$ cat config.mk
export PLATFORM = sky130hd
export DESIGN_NAME = stopwatch_display_flat
export DESIGN_NICKNAME = d
export VERILOG_FILES = /design/src/rtl/stopwatch_display_if.sv /design/src/rtl/stopwatch_display.sv /design/src/flat_wrapper.sv
export SDC_FILE = /design/constraint.sdc
export NUM_CORES = 1
export LEC_CHECK = 0
export BUFFER_PORTS_ARGS = -buffer_cell sky130_fd_sc_hd__buf_2
export CORE_AREA = 4 4 100 102
export CTS_CLUSTER_SIZE = 30
export DETAILED_ROUTE_END_ITERATION = 10
export DIE_AREA = 0 0 104 106
export SKIP_LAST_GASP = 1
export SLEW_MARGIN = 0
export SYNTH_ARGS = -nofsm -noshare
export SYNTH_HDL_FRONTEND = slang
export SYNTH_SLANG_ARGS = --single-unit
$ cat constraint.sdc
create_clock -name clkIn -period 3.3 [get_ports clkIn]
set_clock_uncertainty 0.05 [all_clocks]
set_input_delay 0.495 -clock clkIn [delete_from_list [all_inputs] [get_ports clkIn]]
set_output_delay 0.495 -clock clkIn [all_outputs]
set_load 0.005 [all_outputs]
$ cat src/rtl/stopwatch_display_if.sv
// Display bus between the stopwatch counters (master) and the multiplexed
// 8-digit seven-segment scanner (slave).
interface stopwatch_display_if;
    logic       blankEnIn;
    logic [3:0] milliBcdOneIn;
    logic [3:0] milliBcdTenIn;
    logic [3:0] milliBcdHundredIn;
    logic [3:0] secondBcdOneIn;
    logic [3:0] secondBcdTenIn;
    logic [3:0] minuteBcdOneIn;
    logic [3:0] minuteBcdTenIn;
    logic [3:0] hourBcdOneIn;
    logic [7:0] anodeOut;
    logic [6:0] segmentOut;
    logic       dpOut;
    logic       frameStartOut;

    modport master (
        output blankEnIn, milliBcdOneIn, milliBcdTenIn, milliBcdHundredIn, secondBcdOneIn,
               secondBcdTenIn, minuteBcdOneIn, minuteBcdTenIn, hourBcdOneIn,
        input  anodeOut, segmentOut, dpOut, frameStartOut
    );

    modport slave (
        input  blankEnIn, milliBcdOneIn, milliBcdTenIn, milliBcdHundredIn, secondBcdOneIn,
               secondBcdTenIn, minuteBcdOneIn, minuteBcdTenIn, hourBcdOneIn,
        output anodeOut, segmentOut, dpOut, frameStartOut
    );
endinterface

$ cat src/rtl/stopwatch_display.sv
// Eight-digit multiplexed seven-segment scanner: snapshots all digits once per
// frame, then walks idx 0..7 with a dark gap before each digit's dwell.
module stopwatch_display #(
    parameter int DWELL_COUNT = 12500,
    parameter int GAP_COUNT   = 16
) (
    input logic                clkIn,
    input logic                rstIn,
    stopwatch_display_if.slave disp
);
    localparam int MAXC = (DWELL_COUNT > GAP_COUNT) ? DWELL_COUNT : GAP_COUNT;
    localparam int CW   = $clog2(MAXC + 1);

    typedef enum logic [1:0] {SNAP, GAP, DWELL} state_t;

    state_t          state, state_nx;
    logic [CW-1:0]   cnt, cnt_nx;
    logic [2:0]      idx, idx_nx;
    logic            enter_dwell, leave_dwell;
    logic [7:0][3:0] shadow;
    logic            shadow_blank;
    logic [7:0]      blank;
    logic            run;
    logic [7:0]      anode_q;
    logic [6:0]      seg_q;
    logic            dp_q;

    // 10 shows as 0 because carry logic upstream passes through it briefly
    function automatic logic [6:0] decode(input logic [3:0] d);
        case (d)
            4'd0, 4'd10: decode = 7'h40;
            4'd1:        decode = 7'h79;
            4'd2:        decode = 7'h24;
            4'd3:        decode = 7'h30;
            4'd4:        decode = 7'h19;
            4'd5:        decode = 7'h12;
            4'd6:        decode = 7'h02;
            4'd7:        decode = 7'h78;
            4'd8:        decode = 7'h00;
            4'd9:        decode = 7'h10;
            default:     decode = 7'h3F;
        endcase
    endfunction

    always_ff @(posedge clkIn or posedge rstIn) begin
        if (rstIn) begin
            state <= SNAP;
            cnt   <= '0;
            idx   <= '0;
        end else begin
            state <= state_nx;
            cnt   <= cnt_nx;
            idx   <= idx_nx;
        end
    end

    always_comb begin
        state_nx    = state;
        cnt_nx      = cnt;
        idx_nx      = idx;
        enter_dwell = 1'b0;
        leave_dwell = 1'b0;
        case (state)
            SNAP: begin
                state_nx = GAP;
                cnt_nx   = '0;
            end
            GAP: begin
                if (cnt == CW'(GAP_COUNT - 1)) begin
                    state_nx    = DWELL;
                    cnt_nx      = '0;
                    enter_dwell = 1'b1;
                end else begin
                    cnt_nx = cnt + 1'b1;
                end
            end
            DWELL: begin
                if (cnt == CW'(DWELL_COUNT - 1)) begin
                    leave_dwell = 1'b1;
                    cnt_nx      = '0;
                    if (idx == 3'd7) begin
                        state_nx = SNAP;
                        idx_nx   = '0;
                    end else begin
                        state_nx = GAP;
                        idx_nx   = idx + 1'b1;
                    end
                end else begin
                    cnt_nx = cnt + 1'b1;
                end
            end
            default: state_nx = SNAP;
        endcase
    end

    always_ff @(posedge clkIn or posedge rstIn) begin
        if (rstIn) begin
            shadow       <= '0;
            shadow_blank <= 1'b0;
        end else if (state == SNAP) begin
            shadow <= {disp.hourBcdOneIn, disp.minuteBcdTenIn, disp.minuteBcdOneIn,
                       disp.secondBcdTenIn, disp.secondBcdOneIn, disp.milliBcdHundredIn,
                       disp.milliBcdTenIn, disp.milliBcdOneIn};
            shadow_blank <= disp.blankEnIn;
        end
    end

    // A high digit is blanked only while it and everything above it reads zero
    always_comb begin
        blank = '0;
        run   = shadow_blank;
        for (int k = 7; k >= 4; k--) begin
            run      = run & (decode(shadow[k]) == 7'h40);
            blank[k] = run;
        end
    end

    always_ff @(posedge clkIn or posedge rstIn) begin
        if (rstIn) begin
            anode_q <= 8'hFF;
            seg_q   <= 7'h7F;
            dp_q    <= 1'b1;
        end else if (enter_dwell) begin
            if (blank[idx]) begin
                anode_q <= 8'hFF;
                seg_q   <= 7'h7F;
                dp_q    <= 1'b1;
            end else begin
                anode_q <= ~(8'd1 << idx);
                seg_q   <= decode(shadow[idx]);
                dp_q    <= !(idx == 3'd3 || idx == 3'd5);
            end
        end else if (leave_dwell) begin
            anode_q <= 8'hFF;
            seg_q   <= 7'h7F;
            dp_q    <= 1'b1;
        end
    end

    assign disp.anodeOut      = anode_q;
    assign disp.segmentOut    = seg_q;
    assign disp.dpOut         = dp_q;
    assign disp.frameStartOut = (state == SNAP) && !rstIn;
endmodule

$ cat src/flat_wrapper.sv
// flat-port wrapper written by rule: the top's interface ports become plain ports
module stopwatch_display_flat 
#(
    parameter int DWELL_COUNT = 12500,
    parameter int GAP_COUNT   = 16
)
  (clkIn, rstIn, disp_blankEnIn, disp_milliBcdOneIn, disp_milliBcdTenIn, disp_milliBcdHundredIn, disp_secondBcdOneIn, disp_secondBcdTenIn, disp_minuteBcdOneIn, disp_minuteBcdTenIn, disp_hourBcdOneIn, disp_anodeOut, disp_segmentOut, disp_dpOut, disp_frameStartOut);
  stopwatch_display_if disp_i ();
  input logic clkIn;
  input logic rstIn;
  input wire logic [$bits(disp_i.blankEnIn)-1:0] disp_blankEnIn;
  input wire logic [$bits(disp_i.milliBcdOneIn)-1:0] disp_milliBcdOneIn;
  input wire logic [$bits(disp_i.milliBcdTenIn)-1:0] disp_milliBcdTenIn;
  input wire logic [$bits(disp_i.milliBcdHundredIn)-1:0] disp_milliBcdHundredIn;
  input wire logic [$bits(disp_i.secondBcdOneIn)-1:0] disp_secondBcdOneIn;
  input wire logic [$bits(disp_i.secondBcdTenIn)-1:0] disp_secondBcdTenIn;
  input wire logic [$bits(disp_i.minuteBcdOneIn)-1:0] disp_minuteBcdOneIn;
  input wire logic [$bits(disp_i.minuteBcdTenIn)-1:0] disp_minuteBcdTenIn;
  input wire logic [$bits(disp_i.hourBcdOneIn)-1:0] disp_hourBcdOneIn;
  output wire logic [$bits(disp_i.anodeOut)-1:0] disp_anodeOut;
  output wire logic [$bits(disp_i.segmentOut)-1:0] disp_segmentOut;
  output wire logic [$bits(disp_i.dpOut)-1:0] disp_dpOut;
  output wire logic [$bits(disp_i.frameStartOut)-1:0] disp_frameStartOut;
  assign disp_i.blankEnIn = disp_blankEnIn;
  assign disp_i.milliBcdOneIn = disp_milliBcdOneIn;
  assign disp_i.milliBcdTenIn = disp_milliBcdTenIn;
  assign disp_i.milliBcdHundredIn = disp_milliBcdHundredIn;
  assign disp_i.secondBcdOneIn = disp_secondBcdOneIn;
  assign disp_i.secondBcdTenIn = disp_secondBcdTenIn;
  assign disp_i.minuteBcdOneIn = disp_minuteBcdOneIn;
  assign disp_i.minuteBcdTenIn = disp_minuteBcdTenIn;
  assign disp_i.hourBcdOneIn = disp_hourBcdOneIn;
  assign disp_anodeOut = disp_i.anodeOut;
  assign disp_segmentOut = disp_i.segmentOut;
  assign disp_dpOut = disp_i.dpOut;
  assign disp_frameStartOut = disp_i.frameStartOut;
  stopwatch_display #(.DWELL_COUNT(DWELL_COUNT), .GAP_COUNT(GAP_COUNT)) u_core (.clkIn(clkIn), .rstIn(rstIn), .disp(disp_i));
endmodule
==> metrics.txt <==
largest area contributor in the netlist dfrtp_1; fin crit share 82.2%; Starting DRT DRC Count 123; Power Dens Cells 371 mW/mm^2; GPL Wtd Cong 0.785; Post-CTS Setup Inserts 0; post-DP HPWL 6190 um; number of global-route vias before repair 2974; CTS tree yes; Ys Warns 0; Final Max Tran Viols 0; Critical Path Stages 7; Max transition margin 54.2%; Hold Fails Final Rpt 0; min cycle time layout 2710 ps; Startpoint Class flop; CP cell instances mux4_2, mux2i_1, inv_1, ha_1, mux2_2, a21oi_1, a21oi_1; Post-synth EDFFs 0; design area 0.00459 mm^2; H-tree depth 3; CTS sink count 68; placed cell area 0.00440 mm^2; Crit path required time 3530 ps; initial antenna violation count 0; diodes inserted 0; Fmax achieved 0.369 GHz; clock buffer depth 2; CTS resizes 0; GRT Total Usage 16.1%; sw frac 25.8%; Core Region 0.00911 mm^2; TritonCTS buffer count 9; actual slew at the worst max-slew pin 685 ps; Main synth FF type dfrtp_1; std cell rows 35; kind of critical path flop to flop; Reg clk slew, reported paths 80 ps; Routed WL per cell 15.4 um; layout cells sized above 1 33.0%; CP max FO 15; IO Port Bufs 51; die height 106 um; VDD IR-drop max 0.000204 V; crit path buf inv count 1; via count 2983; setup TNS 0 ps; syn_nets 441; Sequential Power Share 52.5%; DRC Markers 0; FF/Latch Area 0.00172 mm^2; Mean Syn Cell Area 10.8 um^2; starting density of the core 44.2%; # fillers 839; Comb pwr share 8.3%; FF+latch count, synth 68; first-pass GRT wire length 14500 um; Post-synth top cells 52 x dfrtp_1, 35 x ha_1, 32 x nor2_1, 30 x mux2_2, 30 x nand2_1; RSZ-0062 raised after global routing false; Net count, final 495; P&R area growth vs syn 14.1%; Distinct cells, synth 54; die area 0.0110 mm^2; max-cap violations 0; CTS Hold Bufs 0; reg2reg path depth 7; final setup fails 0; clk root buf clkbuf_8; gate count after technology mapping 371; worst skew pair latency 350 ps; leakage power 2.05 nW; Pwr Total 1.70 mW; sequential fraction of the synthesis area 42.8%; # IOs 52; slowest stage delay, CP 730 ps; largest net degree at the start of global routing 46; clock group share of total power 39.3%; critical path's most frequent cell a21oi_1; Pre-antenna DRT Iters 4; DRT antenna net count 0; Synth top area share 32.3%; top-count cell post-synth dfrtp_1; status complete, no violations; sw power 440 uW; worst hold path class input port to asynchronous set/reset pin; Post-Route WL 8320 um; fraction of registers with async set/reset 100%; crit-path leading delay family multiplexers; Cell Area, Synth 0.00402 mm^2; Slowest cell on crit path dfrtp_1; CP Data Arrival Time 2940 ps; area of the multi-input gates 0.00215 mm^2; Int Pwr 1.26 mW; drt via density 5.51; die width 104 um; grt ovf 0; CP endpoint kind flop; largest cells by area after synthesis dfrtp_1 32%, ha_1 11%, dfstp_2 10%
-- layout by cell type (no fill, tap or decap), types with 4 or more instances in the layout --
cell type and n:
nor2_1 32, or2_2 4, o21ai_0 18, ha_1 34
or4bb_1 5, mux2i_1 4, or3_1 5, buf_2 51
dfstp_2 16, nand3_1 8, nand4_1 4, a21oi_1 16
inv_1 22, nand2_1 30, nor4_1 4, xor2_1 8
a31oi_1 5, mux4_2 8, dfrtp_1 52, mux2_2 30
buf_4 6, clkbuf_8 9
-- logic make-up after synthesis --
| kind of cell | after synthesis | synth area share [%] |
|---|---|---|
| flops | 68 | 42.8 |
| fa+ha+maj | 35 | 10.9 |
| xor+xnor | 11 | 2.39 |
| compound gates | 61 | 10.4 |
| simple gates | 116 | 15.9 |
| buf+inv | 38 | 3.86 |
| mux | 42 | 13.9 |
-- final timing paths --
path | from | slack (ps) | to
max | u_core.idx[0] | 590 | u_core.disp.segmentOut[3]
min | rstIn | 140 | u_core.shadow[27]
max in group asynchronous | rstIn | 2540 | u_core.shadow[10]
min in group clkIn | disp_secondBcdTenIn[0] | 310 | u_core.shadow[16]
max reg2reg | u_core.idx[0] | 590 | u_core.disp.segmentOut[3]
min reg2reg | u_core.shadow[4] | 450 | u_core.shadow[4]
-- power by group through the flow --
stage,Sequential (mW),Combinational [mW],Clock (mW)
5_1_grt,0.899,0.163,0.724
3_5_place_dp,0.910,0.143,0
2_1_floorplan,0.901,0.0919,0
4_1_cts,0.894,0.144,0.690
6_report,0.894,0.141,0.669
3_3_place_gp,0.909,0.140,0
-- worst min-delay path, delay by kind of cell --
family / cells / cell delay (ps)
buffers and inverters: 3 / 440
-- layout make-up --
class,count,area share (%)
clock inverters,6,0.953
flip-flops and latches,68,37.5
multi-input cells,265,46.8
clock buffers,10,3.24
repair buffers,57,6.54
well taps,111,3.02
inverters,24,1.96
-- per-layer routing --
| metal | global-route usage (%) | part of all wire (%) |
|---|---|---|
| met4 | 6.17 | 1.6 |
| met2 | 24.3 | 45 |
| met1 | 22.7 | 49 |
| met5 | 0 | 0 |
| met3 | 3.40 | 3.7 |
-- sequential cells by signal, indices dropped and copies added (netlist names) --
name and count:
u_core.disp.anodeOut 8, u_core.shadow_blank 1, u_core.idx 3, u_core.disp.segmentOut 7
u_core.cnt 14, u_core.shadow 32, u_core.state 2, u_core.disp.dpOut 1
-- per-stage QoR --
stage | cells | hold slack (ps) | worst slack (ps) | utilization (%)
2_1_floorplan | 371 | 423 | 827 | -
3_3_place_gp | 525 | 436 | 633 | 48.3
3_5_place_dp | 525 | 442 | 546 | 48.3
4_1_cts | 541 | 143 | 536 | 50.4
5_1_grt | 541 | 181 | 379 | 50.4
6_report | 541 | 144 | 589 | 50.4
No activity file was read; power rests on OpenSTA's default activity.
